$ cat src/rtl/uart_pkg.sv
// Shared types and constants for the UART transmit path.
package uart_pkg;

    typedef enum logic [2:0] {
        IDLE,
        START,
        DATA,
        PARITY,
        STOP
    } tx_state_t;

    localparam logic PAR_EVEN  = 1'b0;
    localparam logic PAR_ODD   = 1'b1;
    localparam logic LINE_IDLE = 1'b1;

endpackage

$ cat src/rtl/uart_tx_serializer.sv
// Load/shift register and bit counter for the UART data bits (LSB first).
module uart_tx_serializer #(
    parameter int DATA_WIDTH = 8
) (
    input  logic                  i_clk,
    input  logic                  i_rst_n,
    input  logic                  i_load,
    input  logic                  i_shift,
    input  logic [DATA_WIDTH-1:0] i_data,
    output logic                  o_ser_bit,
    output logic                  o_ser_done
);

    localparam int CNT_W = (DATA_WIDTH > 1) ? $clog2(DATA_WIDTH) : 1;

    logic [DATA_WIDTH-1:0] r_sr;
    logic [CNT_W-1:0]      r_cnt;
    logic                  w_done;

    assign w_done     = (r_cnt == CNT_W'(DATA_WIDTH - 1));
    assign o_ser_bit  = r_sr[0];
    assign o_ser_done = w_done;

    // Counter saturates at the last data bit so it never wraps.
    always_ff @(posedge i_clk) begin
        if (!i_rst_n) begin
            r_sr  <= '0;
            r_cnt <= '0;
        end else if (i_load) begin
            r_sr  <= i_data;
            r_cnt <= '0;
        end else if (i_shift) begin
            r_sr <= {1'b0, r_sr[DATA_WIDTH-1:1]};
            if (!w_done) begin
                r_cnt <= r_cnt + CNT_W'(1);
            end
        end
    end

endmodule

$ cat src/rtl/uart_tx_frame_serializer.sv
// UART transmitter: start, LSB-first data, optional parity, stop.
// Define UART_TX_TWO_STOP_EN for two stop bits.
module uart_tx_frame_serializer
    import uart_pkg::*;
#(
    parameter int DATA_WIDTH = 8
) (
    input  logic                  i_clk,
    input  logic                  i_rst_n,
    input  logic [DATA_WIDTH-1:0] i_p_data,
    input  logic                  i_data_valid,
    input  logic                  i_par_en,
    input  logic                  i_par_typ,
    output logic                  o_tx_out,
    output logic                  o_busy
);

    tx_state_t r_state;
    tx_state_t w_next;
    logic      r_par_en;
    logic      r_par;
    logic      r_tx;
    logic      r_busy;
    logic      w_tx;
    logic      w_busy;
    logic      w_load;
    logic      w_shift;
    logic      w_ser_bit;
    logic      w_ser_done;
`ifdef UART_TX_TWO_STOP_EN
    logic      r_stop_cnt;
`endif

    uart_tx_serializer #(
        .DATA_WIDTH(DATA_WIDTH)
    ) u_ser (
        .i_clk      (i_clk),
        .i_rst_n    (i_rst_n),
        .i_load     (w_load),
        .i_shift    (w_shift),
        .i_data     (i_p_data),
        .o_ser_bit  (w_ser_bit),
        .o_ser_done (w_ser_done)
    );

    always_ff @(posedge i_clk) begin
        if (!i_rst_n) begin
            r_state <= IDLE;
        end else begin
            r_state <= w_next;
        end
    end

    always_comb begin
        w_next  = r_state;
        w_tx    = LINE_IDLE;
        w_busy  = 1'b1;
        w_load  = 1'b0;
        w_shift = 1'b0;
        case (r_state)
            IDLE: begin
                w_busy = 1'b0;
                if (i_data_valid) begin
                    w_load = 1'b1;
                    w_next = START;
                end
            end
            START: begin
                w_tx   = 1'b0;
                w_next = DATA;
            end
            DATA: begin
                w_tx    = w_ser_bit;
                w_shift = 1'b1;
                if (w_ser_done) begin
                    w_next = r_par_en ? PARITY : STOP;
                end
            end
            PARITY: begin
                w_tx   = r_par;
                w_next = STOP;
            end
            STOP: begin
`ifdef UART_TX_TWO_STOP_EN
                w_next = r_stop_cnt ? IDLE : STOP;
`else
                w_next = IDLE;
`endif
            end
            default: begin
                w_next = IDLE;
            end
        endcase
    end

    // Line and busy are registered from the current state's outputs.
    always_ff @(posedge i_clk) begin
        if (!i_rst_n) begin
            r_tx     <= LINE_IDLE;
            r_busy   <= 1'b0;
            r_par_en <= 1'b0;
            r_par    <= 1'b0;
        end else begin
            r_tx   <= w_tx;
            r_busy <= w_busy;
            if (w_load) begin
                r_par_en <= i_par_en;
                r_par    <= (^i_p_data) ^ (i_par_typ == PAR_ODD);
            end
        end
    end

`ifdef UART_TX_TWO_STOP_EN
    always_ff @(posedge i_clk) begin
        if (!i_rst_n) begin
            r_stop_cnt <= 1'b0;
        end else if (r_state == STOP) begin
            r_stop_cnt <= ~r_stop_cnt;
        end else begin
            r_stop_cnt <= 1'b0;
        end
    end
`endif

    assign o_tx_out = r_tx;
    assign o_busy   = r_busy;

endmodule

$ cat config.mk
export PLATFORM = sky130hd
export DESIGN_NAME = uart_tx_frame_serializer
export DESIGN_NICKNAME = d
export VERILOG_FILES = /design/src/rtl/uart_pkg.sv /design/src/rtl/uart_tx_serializer.sv /design/src/rtl/uart_tx_frame_serializer.sv
export SDC_FILE = /design/constraint.sdc
export NUM_CORES = 1
export LEC_CHECK = 0
export BUFFER_PORTS_ARGS = -buffer_cell sky130_fd_sc_hd__buf_2
export CAP_MARGIN = 20
export CORE_MARGIN = 2
export CORE_UTILIZATION = 45
export DETAILED_ROUTE_END_ITERATION = 7
export PLACE_DENSITY = 0.65
export RECOVER_POWER = 50
export SYNTH_ARGS = -nofsm -noshare
export SYNTH_HDL_FRONTEND = slang
export SYNTH_SLANG_ARGS = --single-unit
$ cat constraint.sdc
create_clock -name i_clk -period 1.6 [get_ports i_clk]
set_input_delay 0.16 -clock i_clk [delete_from_list [all_inputs] [get_ports i_clk]]
set_output_delay 0.16 -clock i_clk [all_outputs]
set_load 0.05 [all_outputs]
==> parameters.txt <==
Parameter                              Value

Status
  Outcome    finished, final reports clean

Setup path
  Arrival time at the worst endpoint    1.59 ns
  Worst reg2reg setup slack    0.20 ns
  Buffers & Inverters on Critical Path    1
  Type of element capturing the critical path    flop
  Data required time at the worst endpoint    1.79 ns
  CP max FO    11
  Number of cells on the worst reg-to-reg path    4
  Startpoint type of the worst setup path    flop
  Worst setup path category    reg2reg
  Maximum cell stage delay along the critical path    0.44 ns
  Top cell family by delay on the critical path    flip-flops
  Worst R2R End    r_par_en
  Critical path cell sequence    nor4b_4 > buf_4 > mux2i_1 > nor2b_1
  Max stage delay cell, worst path    sky130_fd_sc_hd__dfxtp_1
  Reg-to-Reg Start    r_state[0]
  Logic depth of the worst path, buffers included    4
  Worst setup startpoint    r_state[0]
  End point of the critical path    r_par_en

Detailed routing
  Via count of the routed design    639
  Detail-routed net length per standard cell    12.20 um
  Via-per-instance ratio    about 5.0
  Total iterations of the first detailed-routing run    4
  Detailed-route DRC error count    0
  Antenna viol nets, final    0
  Detailed Route WL    between 1500 and 2000 um
  Initial DRC count    9

Logic synthesis
  Synth Flop Type    sky130_fd_sc_hd__dfxtp_1
  Synthesis warning total    0
  Most used standard cell by instance count after synthesis    sky130_fd_sc_hd__dfxtp_1
  Sequential area share after synthesis    0.4156
  Area of the mapped netlist    between 800 and 900 um^2
  Net Count, Synth    between 100 and 150
  Most frequent cells after synthesis    18 x sky130_fd_sc_hd__dfxtp_1, 9 x sky130_fd_sc_hd__nand2_1, 7 x sky130_fd_sc_hd__a21boi_0, 7 x sky130_fd_sc_hd__a22oi_1, 6 x sky130_fd_sc_hd__nor2_1
  Mean post-synth cell area    just over 10 um^2
  Library cells used by synthesis    30
  Most area-consuming cells after synthesis    sky130_fd_sc_hd__dfxtp_1 42%, sky130_fd_sc_hd__a21boi_0 6.1%, sky130_fd_sc_hd__a22oi_1 6.1%
  Post-synthesis instance total    86
  Area leader, netlist    sky130_fd_sc_hd__dfxtp_1
  Share of the synthesized area in the top cell type    0.4156
  Flip-flop and latch count after synthesis    18
  Async SR Flop Fraction    0
  Number of enable flip-flop cells after synthesis    0

STA
  Final setup TNS    0 ns
  Time the worst path needs with I/O delays and setup    1.397 ns
  Worst hold slack    0.1441 ns
  Final-report max-slew violation count    0
  Final-report setup violation count    0
  Worst clock skew on the final layout    0.007667 ns
  Max-slew headroom at the worst pin    0.6107
  Maximum clock frequency    0.7158 GHz
  Pin slew with the least headroom to its limit    0.5865 ns
  Unrepaired setup endpoints after global routing    no
  Final period utilization    0.8732
  Final-report hold violation count    0

GRT
  Global-route wire length before repair    about 2500 um
  Via count of the first global-routing pass    around 600
  Grt met3 use    0.03396
  Met1 track demand over resource    0.2050
  GR peak layer    met2
  Initial antenna violation count    0
  Maximum number of pins on one net before global-route repair    16
  Overflow left after global routing    0
  Overall track demand over capacity in global routing    0.1580
  Global routing met2 resource utilization    0.2453

Clocking
  TritonCTS clock tree    yes
  Root Buffer    sky130_fd_sc_hd__clkbuf_4
  Quantity of hold-fixing buffers added after cts    0
  Number of buffers inserted to repair setup after CTS    0
  Maximum number of buffers from clock root to sink    2
  Clock transition at the registers of the reported paths    0.10 ns
  Worst-Skew Late Latency    ~0.29 ns
  Count of instances resized after the clock tree is built    0
  H-tree levels    1
  TritonCTS sink count    18
  Clock buffers created by TritonCTS    3

Cells and area
  Number of standard cells in the final layout excluding fillers    approximately 130
  Summed area of non-filler cells in the final layout    988.4 um^2
  Number of nets in the final layout    120
  Diode count    0
  Signed area change from the synthesized netlist to the final layout    14.00%
  Ratio of cells with drive above 1 in the final layout    0.2233

Placement
  Routability cong.    0.7853
  Cell area reported after detailed placement    approximately 970 um^2
  DP Cell Count    125
  Port-buffer cells    14
  Post-DP HPWL    1150 um

Floorplanning
  Placement row count    15
  Die width    47.90 um
  Die Y-Extent    between 40 and 50 um
  Die outline area    about 2300 um^2
  Core Footprint    1764 um^2
  Starting density of the core    0.4915
  IO Count    15

Flow run
  Total of max-cap violations    0

Min path
  Worst min path class    in2reg

Power
  Leakage power figure    0.0004151 uW
  Worst supply voltage drop on vdd    0.6066 mV
  Power density over the cells    between 900 and 1000 nW/um^2
## metrics by stage
stage	setup WS (ns)	power, uW	util
after global routing	0.04376	956.5	0.5603
after CTS	0.1855	913.3	0.5617
after global placement	0.2052	692.6	0.5489
final	0.2029	903.6	0.5603
after detailed placement	0.2070	693.8	0.5489
after floorplan	0.2222	642.5	-
## cell type report
type / instances / area [um^2]
Fill cell: 186 / 775.7
Multi-Input combinational cell: 64 / 480.5
Sequential cell: 18 / 360.3
Timing Repair Buffer: 17 / 90.09
Tap cell: 25 / 31.28
Clock buffer: 3 / 22.52
Inverter: 1 / 3.754
## cell families after synthesis
logic type	share of synthesized area
compound gates	0.1775
xor+xnor	0.08658
fa+ha+maj	0.02886
buf+inv	0.03030
flops	0.4156
mux	0.04618
simple gates	0.2150
## flip-flops by register name, indices dropped and copies added (netlist names)
signal       cells
r_par            1
r_par_en         1
o_tx_out         1
o_busy           1
u_ser.r_sr       8
u_ser.r_cnt      3
r_state          3
## power breakdown
part / total, uW / switching (uW) / internal [uW]
registers: 502 / 23.6 / 478
clock network: 220 / 133 / 87.5
logic: 181 / 90.7 / 90.6
## how the worst min path moves through the flow
stage | endpoint | cells past startpoint | from | slack, ns
after global placement | r_par_en | 3 | i_par_en | 0.44
final | r_par_en | 3 | i_par_en | 0.14
after CTS | r_par_en | 3 | i_par_en | 0.14
after global routing | r_par_en | 3 | i_par_en | 0.13
after floorplan | r_par_en | 2 | i_par_en | 0.33
after detailed placement | r_par_en | 3 | i_par_en | 0.44
## placed cells by master, fill, tap and decap left out, drive strengths merged
| master | Yosys | layout |
|---|---|---|
| nor3 | 2 | 2 |
| buf | 2 | 15 |
| nor2 | 6 | 6 |
| mux2i | 4 | 4 |
| a21oi | 2 | 2 |
| and2b | 1 | 1 |
| and3 | 1 | 1 |
| inv | 1 | 1 |
| nor4b | 2 | 2 |
| dfxtp | 18 | 18 |
| ha | 2 | 2 |
| a22oi | 7 | 7 |
| o211a | 1 | 1 |
| o21ai | 2 | 2 |
| o31a | 1 | 1 |
| and2 | 1 | 1 |
| xor2 | 2 | 2 |
| nand2 | 9 | 9 |
| xnor2 | 4 | 4 |
| clkbuf | 1 | 5 |
| nor3b | 2 | 2 |
| nand2b | 1 | 1 |
| a211o | 1 | 1 |
| xnor3 | 1 | 1 |
| nor2b | 5 | 5 |
| a21boi | 7 | 7 |
## worst min-delay path, cell delays in order
cell,delay [ns]
sky130_fd_sc_hd__buf_2,0.08
sky130_fd_sc_hd__mux2i_1,0.06
sky130_fd_sc_hd__nor2b_1,0.10
## per-layer routing
| metal | share of wire | wire length, um |
|---|---|---|
| met1 | 0.51 | 791 |
| met2 | 0.44 | 692 |
| met3 | 0.033 | 51 |
| met4 | 0.016 | 25 |
| met5 | 0 | 0 |
No activity file was read; power rests on OpenSTA's default activity.
